--- config.mk ---
export PLATFORM = sky130hd
export DESIGN_NAME = gj_axis_uart_rx_pkt
export DESIGN_NICKNAME = d
export VERILOG_FILES = /design/src/rtl/gj_axis_uart_pkg.sv /design/src/rtl/gj_axis_uart_rx_pkt.sv
export SDC_FILE = /design/constraint.sdc
export NUM_CORES = 1
export LEC_CHECK = 0
export ABC_AREA = 1
export CORE_MARGIN = 3
export CORE_UTILIZATION = 50
export DETAILED_ROUTE_END_ITERATION = 10
export PLACE_DENSITY_LB_ADDON = 0.15
export SYNTH_ARGS = -nofsm -noshare
export SYNTH_HDL_FRONTEND = slang
export SYNTH_SLANG_ARGS = --single-unit
export TNS_END_PERCENT = 100
--- constraint.sdc ---
create_clock -name clk -period 9.35 [get_ports clk]
set_input_delay 1.87 -clock clk [delete_from_list [all_inputs] [get_ports clk]]
set_output_delay 1.87 -clock clk [all_outputs]
set_load 0.05 [all_outputs]
--- src/rtl/gj_axis_uart_pkg.sv ---
// Shared definitions for the UART AXIS Rx packetizer and its Tx framer counterpart.
package gj_axis_uart_pkg;

  typedef enum logic [1:0] {
    IDLE   = 2'd0,
    FILL1  = 2'd1,
    STREAM = 2'd2,
    FLUSH  = 2'd3
  } rx_state_e;

  localparam logic [7:0] CRC8_POLY = 8'h07;
  localparam logic [7:0] CRC8_INIT = 8'h00;

  // One byte of MSB-first CRC-8 with an arbitrary polynomial (no reflect, no xorout)
  function automatic logic [7:0] crc8_step_poly(input logic [7:0] crc,
                                                 input logic [7:0] d,
                                                 input logic [7:0] poly);
    logic [7:0] c;
    c = crc ^ d;
    for (int i = 0; i < 8; i++) begin
      c = c[7] ? ((c << 1) ^ poly) : (c << 1);
    end
    return c;
  endfunction

  // One byte of CRC-8 with the standard polynomial
  function automatic logic [7:0] crc8_step(input logic [7:0] crc, input logic [7:0] d);
    return crc8_step_poly(crc, d, CRC8_POLY);
  endfunction

endpackage

--- src/rtl/gj_axis_uart_rx_pkt.sv ---
// Rx packetizer: frames the raw UART byte stream by line-idle timeout and strips/checks a trailing CRC-8.
module gj_axis_uart_rx_pkt
  import gj_axis_uart_pkg::*;
#(
  parameter int unsigned GAP_W    = 16,
  parameter logic [7:0]  CRC_POLY = CRC8_POLY
) (
  input  logic             clk,
  input  logic             rst,
  input  logic             clk_en,
  input  logic [GAP_W-1:0] gapBits,
  input  logic             crcEn,
  input  logic             in_tvalid,
  input  logic [7:0]       in_tdata,
  input  logic             in_tuser,
  output logic             rx_tvalid,
  output logic [7:0]       rx_tdata,
  output logic             rx_tlast,
  output logic             rx_tuser,
  output logic             runtPkt,
  output logic             busy
);

  rx_state_e        state_q, state_d;
  logic [7:0]       h0_q, h0_d;
  logic [7:0]       h1_q, h1_d;
  logic [7:0]       crc_q, crc_d;
  logic             perr_q, perr_d;
  logic [GAP_W-1:0] cnt_q, cnt_d;
  logic             tvalid_q, tvalid_d;
  logic [7:0]       tdata_q, tdata_d;
  logic             tlast_q, tlast_d;
  logic             tuser_q, tuser_d;
  logic             runt_q, runt_d;
  logic             busy_q, busy_d;

  logic             bypass;
  logic             timeout;
  logic             close;
  logic [7:0]       crc_base;
  logic             perr_base;
  logic [GAP_W:0]   cnt_inc;

  assign bypass  = (gapBits == '0);
  assign cnt_inc = {1'b0, cnt_q} + (GAP_W+1)'(1);
  // ">=" rather than "==" so a gapBits reduced mid-packet still times out instead of hanging
  assign timeout = clk_en && !in_tvalid && (state_q != IDLE) && (cnt_inc >= {1'b0, gapBits});

  // Next-state, hold registers, idle counter, CRC/error accumulation and output beat
  always_comb begin
    state_d   = state_q;
    h0_d      = h0_q;
    h1_d      = h1_q;
    cnt_d     = cnt_q;
    tvalid_d  = 1'b0;
    tdata_d   = 8'h00;
    tlast_d   = 1'b0;
    tuser_d   = 1'b0;
    runt_d    = 1'b0;
    close     = 1'b0;
    crc_base  = crc_q;
    perr_base = perr_q;
    crc_d     = crc_q;
    perr_d    = perr_q;

    if (in_tvalid) begin
      cnt_d = '0;
    end else if (clk_en && (state_q != IDLE) && (cnt_q < gapBits)) begin
      cnt_d = cnt_q + GAP_W'(1);
    end

    if (bypass) begin
      state_d = IDLE;
      crc_d   = CRC8_INIT;
      perr_d  = 1'b0;
      if (in_tvalid) begin
        tvalid_d = 1'b1;
        tdata_d  = in_tdata;
        tlast_d  = 1'b1;
        tuser_d  = in_tuser;
      end
    end else begin
      unique case (state_q)
        IDLE: begin
          if (in_tvalid) begin
            h1_d    = in_tdata;
            state_d = FILL1;
          end
        end
        FILL1: begin
          if (in_tvalid) begin
            h0_d    = h1_q;
            h1_d    = in_tdata;
            state_d = STREAM;
          end else if (timeout) begin
            close   = 1'b1;
            state_d = IDLE;
            if (crcEn) begin
              runt_d = 1'b1;
            end else begin
              tvalid_d = 1'b1;
              tdata_d  = h1_q;
              tlast_d  = 1'b1;
              tuser_d  = perr_q;
            end
          end
        end
        STREAM: begin
          if (in_tvalid) begin
            tvalid_d = 1'b1;
            tdata_d  = h0_q;
            h0_d     = h1_q;
            h1_d     = in_tdata;
          end else if (timeout) begin
            tvalid_d = 1'b1;
            tdata_d  = h0_q;
            if (crcEn) begin
              // h1 holds the CRC byte and is dropped
              tlast_d = 1'b1;
              tuser_d = (crc_q != CRC8_INIT) | perr_q;
              close   = 1'b1;
              state_d = IDLE;
            end else begin
              state_d = FLUSH;
            end
          end
        end
        FLUSH: begin
          tvalid_d = 1'b1;
          tdata_d  = h1_q;
          tlast_d  = 1'b1;
          tuser_d  = perr_q;
          close    = 1'b1;
          if (in_tvalid) begin
            h1_d    = in_tdata;
            state_d = FILL1;
          end else begin
            state_d = IDLE;
          end
        end
        default: state_d = IDLE;
      endcase

      // A closing packet restarts accumulation; a byte arriving that cycle belongs to the next one
      crc_base  = close ? CRC8_INIT : crc_q;
      perr_base = close ? 1'b0 : perr_q;
      crc_d     = crc_base;
      perr_d    = perr_base;
      if (in_tvalid) begin
        crc_d  = crc8_step_poly(crc_base, in_tdata, CRC_POLY);
        perr_d = perr_base | in_tuser;
      end
    end

    busy_d = (state_d != IDLE);
  end

  // State and output registers; reset discards any held bytes
  always_ff @(posedge clk or posedge rst) begin
    if (rst) begin
      state_q  <= IDLE;
      h0_q     <= 8'h00;
      h1_q     <= 8'h00;
      crc_q    <= CRC8_INIT;
      perr_q   <= 1'b0;
      cnt_q    <= '0;
      tvalid_q <= 1'b0;
      tdata_q  <= 8'h00;
      tlast_q  <= 1'b0;
      tuser_q  <= 1'b0;
      runt_q   <= 1'b0;
      busy_q   <= 1'b0;
    end else begin
      state_q  <= state_d;
      h0_q     <= h0_d;
      h1_q     <= h1_d;
      crc_q    <= crc_d;
      perr_q   <= perr_d;
      cnt_q    <= cnt_d;
      tvalid_q <= tvalid_d;
      tdata_q  <= tdata_d;
      tlast_q  <= tlast_d;
      tuser_q  <= tuser_d;
      runt_q   <= runt_d;
      busy_q   <= busy_d;
    end
  end

  assign rx_tvalid = tvalid_q;
  assign rx_tdata  = tdata_q;
  assign rx_tlast  = tlast_q;
  assign rx_tuser  = tuser_q;
  assign runtPkt   = runt_q;
  assign busy      = busy_q;

endmodule

After elaboration in Yosys (flattened, before gate mapping)
Index checks and enable logic that the tools add are counted.
{"block": "word_totals", "regBits": 56, "input_bits": 30, "output_inout_bits": 13, "word_cells": 110}
{"block": "classes", "n_addsub": 2, "magnitude_cmp": 2, "n_eq_ne": 4, "muxes": 62, "bitwise_logic": 12, "n_reduce_logical": 16}
{"cell": "2-to-1 mux 8 bit", "count": 12}
{"cell": "2-to-1 mux 16 bit", "count": 2}
{"cell": "2-to-1 mux 1 bit", "count": 27}
{"cell": "2-to-1 mux 3 bit", "count": 8}
{"cell": "inverter 3 bit", "count": 8}
{"cell": "case mux 8 bit (3 select lines)", "count": 1}
{"cell": "adder 16 x 1 -> 17 bit (second input constant)", "count": 1}
{"cell": "greater-or-equal comparator 17 x 16 -> 1 bit", "count": 1}
{"cell": "adder 16 x 1 -> 16 bit (second input constant)", "count": 1}
{"cell": "logical NOT 16 bit", "count": 1}
{"cell": "less-than comparator 16 bit", "count": 1}
{"cell": "2-to-1 mux 2 bit", "count": 7}
{"cell": "case mux 1 bit (3 select lines)", "count": 4}
{"cell": "case mux 2 bit (4 select lines)", "count": 1}
{"cell": "nonzero test 8 bit", "count": 1}
{"cell": "XOR 8 bit", "count": 1}
{"cell": "nonzero test 2 bit", "count": 3}
{"cell": "logical AND 1 bit", "count": 5}
{"cell": "equality test 2 bit (second input constant)", "count": 2}
{"cell": "OR reduction 4 bit", "count": 1}
{"cell": "AND reduction 3 bit", "count": 1}
{"cell": "equality test 2 x 1 -> 1 bit (second input constant)", "count": 1}
{"cell": "logical NOT 2 bit", "count": 1}
{"cell": "!= test 2 x 1 -> 1 bit (second input constant)", "count": 1}
{"cell": "5 further kinds", "count": 6}

Logic depth before layout (Yosys ltp)
Gate-level depths: netlist of the first run.
{"block": "depth", "depth_word": 28, "ltp_mapped": 31, "mapped_depth_nobuf": 31}

Worst setup path after synthesis of the first run
No wires, ideal clock.
{"block": "synth_timing", "path_kind": "input-to-reg", "start": "input gapBits[8]", "end": "register crc_q[3]", "t_arrival_ns": 3.786, "slack_ns": 5.440, "cell_stages": 17, "n_path_buf": 0, "cell_sequence": "inv_1 -> ha_1 -> nand2_1 -> nor2_1 -> nand2_1 -> o21ai_0 -> nand2_1 -> nand3_2 -> nand4_1 -> nand3_2 -> nand2_4 -> nand2_1 -> xor2_1 -> nand2_1 -> nand2_1 -> xor2_1 -> a21oi_1"}
{"block": "synth_between", "elab_chain_len": 15, "word_cells_on_any_way": 20}
{"item": "start, declared", "line": "gj_axis_uart_rx_pkt.sv:11", "rtl": "input logic [GAP_W-1:0] gapBits,"}
{"item": "greater-or-equal comparator 17 x 16 -> 1 bit", "line": "gj_axis_uart_rx_pkt.sv:47", "rtl": "assign timeout = clk_en && !in_tvalid && (state_q != IDLE) && (cnt_inc >= {1'b0, gapBits});"}
{"item": "logical AND 1 bit", "line": "gj_axis_uart_rx_pkt.sv:47"}
{"item": "2-to-1 mux 1 bit (on tied branches)", "line": "gj_axis_uart_rx_pkt.sv:114, gj_axis_uart_rx_pkt.sv:95"}
{"item": "2-to-1 mux 1 bit (on tied branches)", "line": "gj_axis_uart_rx_pkt.sv:109, gj_axis_uart_rx_pkt.sv:91"}
{"item": "case mux 1 bit (3 select lines)", "line": "gj_axis_uart_rx_pkt.sv:83", "rtl": "unique case (state_q)"}
{"item": "2-to-1 mux 1 bit", "line": "gj_axis_uart_rx_pkt.sv:72", "rtl": "if (bypass) begin"}
{"item": "2-to-1 mux 8 bit", "line": "gj_axis_uart_rx_pkt.sv:145", "rtl": "crc_base = close ? CRC8_INIT : crc_q;"}
{"item": "XOR 8 bit", "line": "gj_axis_uart_pkg.sv:19", "rtl": "c = crc ^ d;"}
{"item": "2-to-1 mux 3 bit", "line": "gj_axis_uart_pkg.sv:21", "rtl": "c = c[7] ? ((c << 1) ^ poly) : (c << 1);"}
{"item": "inverter 3 bit (no source line)"}
{"item": "2-to-1 mux 3 bit", "line": "gj_axis_uart_pkg.sv:21"}
{"item": "inverter 3 bit (no source line)"}
{"item": "2-to-1 mux 3 bit", "line": "gj_axis_uart_pkg.sv:21"}
{"item": "2-to-1 mux 8 bit", "line": "gj_axis_uart_rx_pkt.sv:149", "rtl": "if (in_tvalid) begin"}
{"item": "2-to-1 mux 8 bit (*)", "line": "gj_axis_uart_rx_pkt.sv:72"}
{"item": "named net crc_d[3]", "line": "gj_axis_uart_rx_pkt.sv:27", "rtl": "logic [7:0] crc_q, crc_d;"}
{"item": "end signal, assigned", "line": "gj_axis_uart_rx_pkt.sv:177", "rtl": "crc_q <= crc_d;"}
{"item": "end, declared", "line": "gj_axis_uart_rx_pkt.sv:27"}
The timed path passes the listed nets; every way through them passes the cells marked *. The select of a mux whose other input is x is not followed.
A chain may end at the register's enable or synchronous reset.

Worst setup path after layout of the first run
{"block": "layout_timing", "start": "input gapBits[4]", "end": "register crc_q[3]"}
Same word-level chain as after synthesis.

==> impl_metrics.ini, run 1 <==
[clock_network]
worstSkewPairLatency_ns = 0.32
cts-resized-gates = 0
cts_tree = done
cts_sinks = 56
cts-root-buf = clkbuf_8
cts.clk_slew.worst_paths_ns = 0.10
htreeDepth = 2
postCtsSetupBuffers = 0
holdBufCountCts = 0
clockBufferDepth = 2
cts_buffers = 5

[power_and_ir_drop]
sequentialPowerShare_pct = 34.7
ir_worst_vdd_mv = 0.150
p_int_uw = 565
leakage_uw = 0.00241
switching_power_uw = 495
power_frac_clock_pct = 12.6
combPwrFrac_pct = 52.7
switching_share_pct = 46.7
p_per_area_nw_per_um2 = 229
finalPower_uw = 1060

[critical_path]
cp_slowest_cell = clkdlybuf4s50_1
critPathLaunchType = input pin
crit_path_frequent_cell = nand2_1
worst-setup-path-type = in -> reg
worstPathCellList = clkdlybuf4s50_1, inv_1, ha_1, nand2_1, nor2_1, nand2_1, o21ai_0, nand2_1, nand3_2, nand4_1, nand3_2, nand2_4, nand2_1, xor2_1, nand2_1, nand2_1, xor2_1, a21oi_1
slowest_delay_ns = 0.48
crit_required_ns = 9.55
path_max_fanout = 16
worstPathArrival_ns = 4.81
crit_path_end_kind = flop

[global_routing]
track_usage_pct = 21.3
grt_pass1_vias = 3256
overflow = 0
grt_pass1_wl_um = 15300
grt_max_degree = 57
antenna_found_initial = 0

[drt]
detail_route.iter0.violations = 224
wirelength_um = 9370
first_pass_iters = 5
ant_nets = 0
route.detailed.drc = 0
vias_per_cell = 5.30
num_vias = 3655
avgRoutedWirePerCell_um = 13.6

[logic_synthesis]
synth_cell_type_count = 38
seq_area_frac_synth_pct = 34.6
ys_warn_count = 0
synth_cells = 547
syn_nets = 615
syn_avg_cell_area_um2 = 7.40
synth-seq-cells = 56
netlist_area_um2 = 4050

[sta]
worst_pin_slew_ns = 0.978
holdWs_ns = 0.492
fmax_mhz = 217
slew_headroom_pct = 34.4
skew_ns = 0.0124
finalHoldViolations = 0
fin_crit_ns = 4.61
fin_crit_sh_pct = 49.3
setup_viol = 0
report.final.slew_viol_count = 0
rsz0062_at_grt = no
setup-tns-final_ns = 0

[floorplanning]
num_io_pins = 43
start_util_pct = 51.9
die-width_um = 96.0
coreArea_um2 = 7810
die_y_um = 96.0
rows = 32
dieArea_um2 = 9210

[cells_and_area]
antenna_cells = 0
syn_to_final_growth_pct = 14.5
nNetsFinal = 654
drive_gt1_share_pct = 6.64

[outcome]
status = complete, no violations

[placement]
dp_hpwl_um = 7210
numPortBuffers = 42
place.gp.congestion = 0.890

[worst_hold_path]
worstHoldPathType = reg -> reg

[flow_run]
drv_cap = 0
[metrics by stage]
step	setup WS [ns]	std cells	instance area, µm²	util, %
finish	4.74	689	4640	59.4
global route	4.44	689	4640	59.4
CTS	4.81	689	4640	59.4
detailed placement	4.47	681	4550	58.3
global placement	4.47	681	4550	58.3
floorplan	5.44	547	4050	-
[layout make-up]
cell class                      instances  area [µm²]
Multi-Input combinational cell        392        2260
Inverter                               87         327
Clock buffer                            6        72.6
Fill cell                             751        3170
Clock inverter                          2        13.8
Tap cell                              102         128
Sequential cell                        56        1400
Timing Repair Buffer                   44         435
[path summary, 6_finish.rpt]
kind | slack, ns | cells past startpoint | end | startpoint
worst max-delay path | 4.74 | 18 | crc_q[3] | gapBits[4]
worst min-delay path | 0.49 | 2 | h1_q[7] | h1_q[7]
worst max register to register | 4.98 | 25 | crc_q[3] | cnt_q[2]
worst min register to register | 0.49 | 2 | h1_q[7] | h1_q[7]
max in group asynchronous | 6.83 | 3 | perr_q | rst
min in group asynchronous | 2.05 | 3 | busy | rst
[cells in the final DEF (no fill, tap or decap), types with 2 or more instances in the layout]
cell             count
ha_1                38
o22ai_1              7
xor2_2               3
xor2_1              16
dfrtp_1             56
a21oi_1             21
clkdlybuf4s50_1     42
nor4_1               4
clkbuf_8             5
nand2_1            140
nand2_4              2
nand3_2              5
o21ai_1              3
inv_1               84
o21ai_0             53
buf_4                2
nand2_2             14
nor2_1              23
or2_2                3
nor3_1              10
nand3_1             27
nand4_1              9
inv_2                2
a2111oi_0            2
[critical path, delay by kind of cell]
family                   cells  cell delay, ns
AO/OA/AOI/OAI                2            0.23
AND/OR/NAND/NOR             11            1.40
buffers and inverters        2            0.55
adder cells (fa/ha/maj)      1            0.29
XOR/XNOR                     2            0.47
[Yosys cell counts]
cell type,number,share of area (%)
and3_1,1,0.15
a21o_1,1,0.19
inv_1,85,7.9
a21oi_1,21,2.6
o311ai_0,1,0.22
o22ai_1,7,1.1
inv_2,1,0.093
nand3b_1,1,0.19
nor4_1,4,0.62
buf_1,1,0.093
ha_1,38,12
clkinv_1,1,0.093
nand2_2,14,2.2
o211ai_1,1,0.19
a31oi_1,1,0.15
nand4_1,9,1.4
o21ai_0,53,6.6
nor3_1,10,1.2
xor2_1,16,3.5
a211oi_1,1,0.19
nand3_1,27,3.3
nand2_1,140,13
or2_2,3,0.46
nand3_2,5,1.2
or4_1,1,0.19
clkbuf_1,9,0.83
buf_2,1,0.12
buf_12,1,0.49
nand2_4,2,0.56
a2111oi_0,2,0.43
o31ai_1,1,0.19
o221ai_1,1,0.22
dfrtp_1,56,35
o21ai_1,3,0.37
a311oi_1,1,0.22
xor2_2,3,1.2
nor2_1,23,2.1
nor2_2,1,0.15
[power by group through the flow]
stage | Sequential (µW) | Combinational [µW] | Clock, µW
finish | 367 | 559 | 134
global route | 377 | 634 | 148
CTS | 367 | 559 | 136
detailed placement | 372 | 557 | 0
global placement | 369 | 547 | 0
floorplan | 421 | 373 | 0
[registers in the layout, summed over array words and instances (netlist names)]
register,count
runtPkt,1
h0_q,8
crc_q,8
rx_tdata,8
rx_tlast,1
cnt_q,16
rx_tvalid,1
rx_tuser,1
perr_q,1
state_q,2
busy,1
h1_q,8
[cells by family (layout without fill, tap and decap cells)]
kind of cell | after synthesis | in the layout | share of synthesized area, %
fa+ha+maj | 38 | 38 | 11.7
simple gates | 241 | 241 | 26.8
buf+inv | 99 | 139 | 9.61
flops | 56 | 56 | 34.6
xor+xnor | 19 | 19 | 4.67
compound gates | 94 | 94 | 12.6
[per-layer routing]
metal | vias up | global-route usage, % | share of wire, %
li1 | 1850 | - | -
met1 | 1674 | 32.3 | 49
met2 | 115 | 32.0 | 43
met3 | 16 | 2.66 | 5.7
met4 | 0 | 5.45 | 1.5
met5 | - | 0 | 0
Power figures use the tool's default switching activity.
==> run 2: changes to the inputs <==
Clock period 9.35 ns to 4.55 ns, I/O delays scaled along.
==> impl_metrics.ini, run 2 (synthesis gave the netlist of run 1 again) <==
[floorplanning]
coreArea_um2 = 7810
rows = 32
num_io_pins = 43
start_util_pct = 51.9
die-width_um = 96.0
dieArea_um2 = 9210
die_y_um = 96.0

[clock_network]
cts_tree = done
htreeDepth = 2
holdBufCountCts = 0
cts-root-buf = clkbuf_8
cts.clk_slew.worst_paths_ns = 0.09
clockBufferDepth = 2
worstSkewPairLatency_ns = 0.31
cts_sinks = 56
cts_buffers = 5

[drt]
wirelength_um = 9390
first_pass_iters = 5
detail_route.iter0.violations = 256
num_vias = 3620
route.detailed.drc = 0
ant_nets = 0
vias_per_cell = 5.24
avgRoutedWirePerCell_um = 13.6

[cells_and_area]
syn_to_final_growth_pct = 15.4
fin_util_pct = 59.9
final_common_cell = nand2_1
drive_gt1_share_pct = 7.64
antenna_cells = 0
regMostFlops = cnt_q
fin_cells = 691
mostFrequentLayoutCells = 140 x nand2_1, 84 x inv_1, 56 x dfrtp_1
n_fill_cell = 714
nNetsFinal = 656
largest_reg_flops = 16

[critical_path]
crit_path_end_kind = flop
worstPathArrival_ns = 4.27
crit_required_ns = 4.75
worst-setup-path-type = reg -> reg
path_max_fanout = 16
critPathLaunchType = flop

[placement]
dp_hpwl_um = 7320
place.gp.congestion = 0.893
numPortBuffers = 42
dp.cells = 682

[global_routing]
grt_pass1_wl_um = 15700
grt_max_degree = 34
grt_pass1_vias = 3379
track_usage_pct = 21.3
overflow = 0
antenna_found_initial = 0

[sta]
skew_ns = 0.0125
worst_pin_slew_ns = 0.956
finalHoldViolations = 0
report.final.slew_viol_count = 0
fin_crit_ns = 4.07
fin_crit_sh_pct = 89.4
setup_viol = 0
fmax_mhz = 246
slew_headroom_pct = 35.9
holdWs_ns = 0.491

[power_and_ir_drop]
leakage_uw = 0.00242
p_per_area_nw_per_um2 = 468
ir_worst_vdd_mv = 0.265

[outcome]
status = complete, no violations

[flow_run]
drv_cap = 0

[worst_hold_path]
worstHoldPathType = reg -> reg
[run 2: cell types whose count changed in the layout (fill, tap and decap cells not counted)]
cell    before  now
buf_4        2    4
nor3_1      10    9
xor2_2       3    5
nor3_2       0    1
nor2_2       1    2
nor2_1      23   22
xor2_1      16   14
[run 2: worst paths after layout]
check | cells after the start | slack, ns | endpoint | startpoint
max | 27 | 0.48 | crc_q[6] | cnt_q[0]
min | 2 | 0.49 | h1_q[3] | h1_q[3]
max reg2reg | 27 | 0.48 | crc_q[6] | cnt_q[0]
min reg2reg | 2 | 0.49 | h1_q[3] | h1_q[3]
max in group asynchronous | 3 | 2.82 | rx_tdata[7] | rst
min in group asynchronous | 2 | 0.93 | cnt_q[12] | rst
[run 2: cell type report]
class / count / area, µm² / area share, %
well taps: 102 / 128 / 2.73
clock buffers: 6 / 72.6 / 1.55
clock inverters: 2 / 13.8 / 0.295
inverters: 87 / 327 / 6.99
repair buffers: 46 / 450 / 9.64
flip-flops and latches: 56 / 1400 / 30.0
multi-input cells: 392 / 2280 / 48.8
[run 2: per-layer routing]
metal  wire length, µm  up-vias  GRT usage [%]
li1                  -     1855              -
met1              4560     1641           31.4
met2              4120      112           31.8
met3               633       12           4.69
met4                83        0           4.38
met5                 0        -              0
[run 2: where the power goes]
part / internal [µW] / switching [µW]
Clock: 110 / 161
Combinational: 401 / 761
Sequential: 656 / 97.2
[run 2: per-stage QoR]
stage               setup TNS [ns]  total power, µW  cell area, µm²  setup slack (ns)
detailed placement               0             1910            4560             0.446
floorplan                        0             1630            4050              1.06
CTS                              0             2190            4640             0.433
global placement                 0             1890            4560             0.602
finish                           0             2190            4670             0.484
global route              -0.00478             2380            4670          -0.00478
[run 2: what timing repair did]
item                       4_1_cts  5_1_grt
setup buffers                    0        1
setup endpoints to repair        0        5
resized for setup                0        4
[run 2: worst max-delay path: stages (launching register included)]
cell,delay (ns)
dfrtp_1,0.39
inv_1,0.09
nor3_1,0.23
nand2_1,0.15
nor2_2,0.16
nand2_1,0.12
or4_1,0.43
xor2_1,0.21
inv_1,0.08
ha_1,0.31
nand2_1,0.07
nor2_1,0.08
nand2_1,0.06
o21ai_0,0.15
nand2_1,0.08
nand3_2,0.09
nand4_1,0.14
nand3_2,0.12
nand2_4,0.14
nand2_1,0.13
xor2_1,0.20
inv_1,0.09
nand2_1,0.09
nand2_1,0.08
nand2_1,0.06
nand2_1,0.04
o21ai_1,0.12
inv_1,0.05
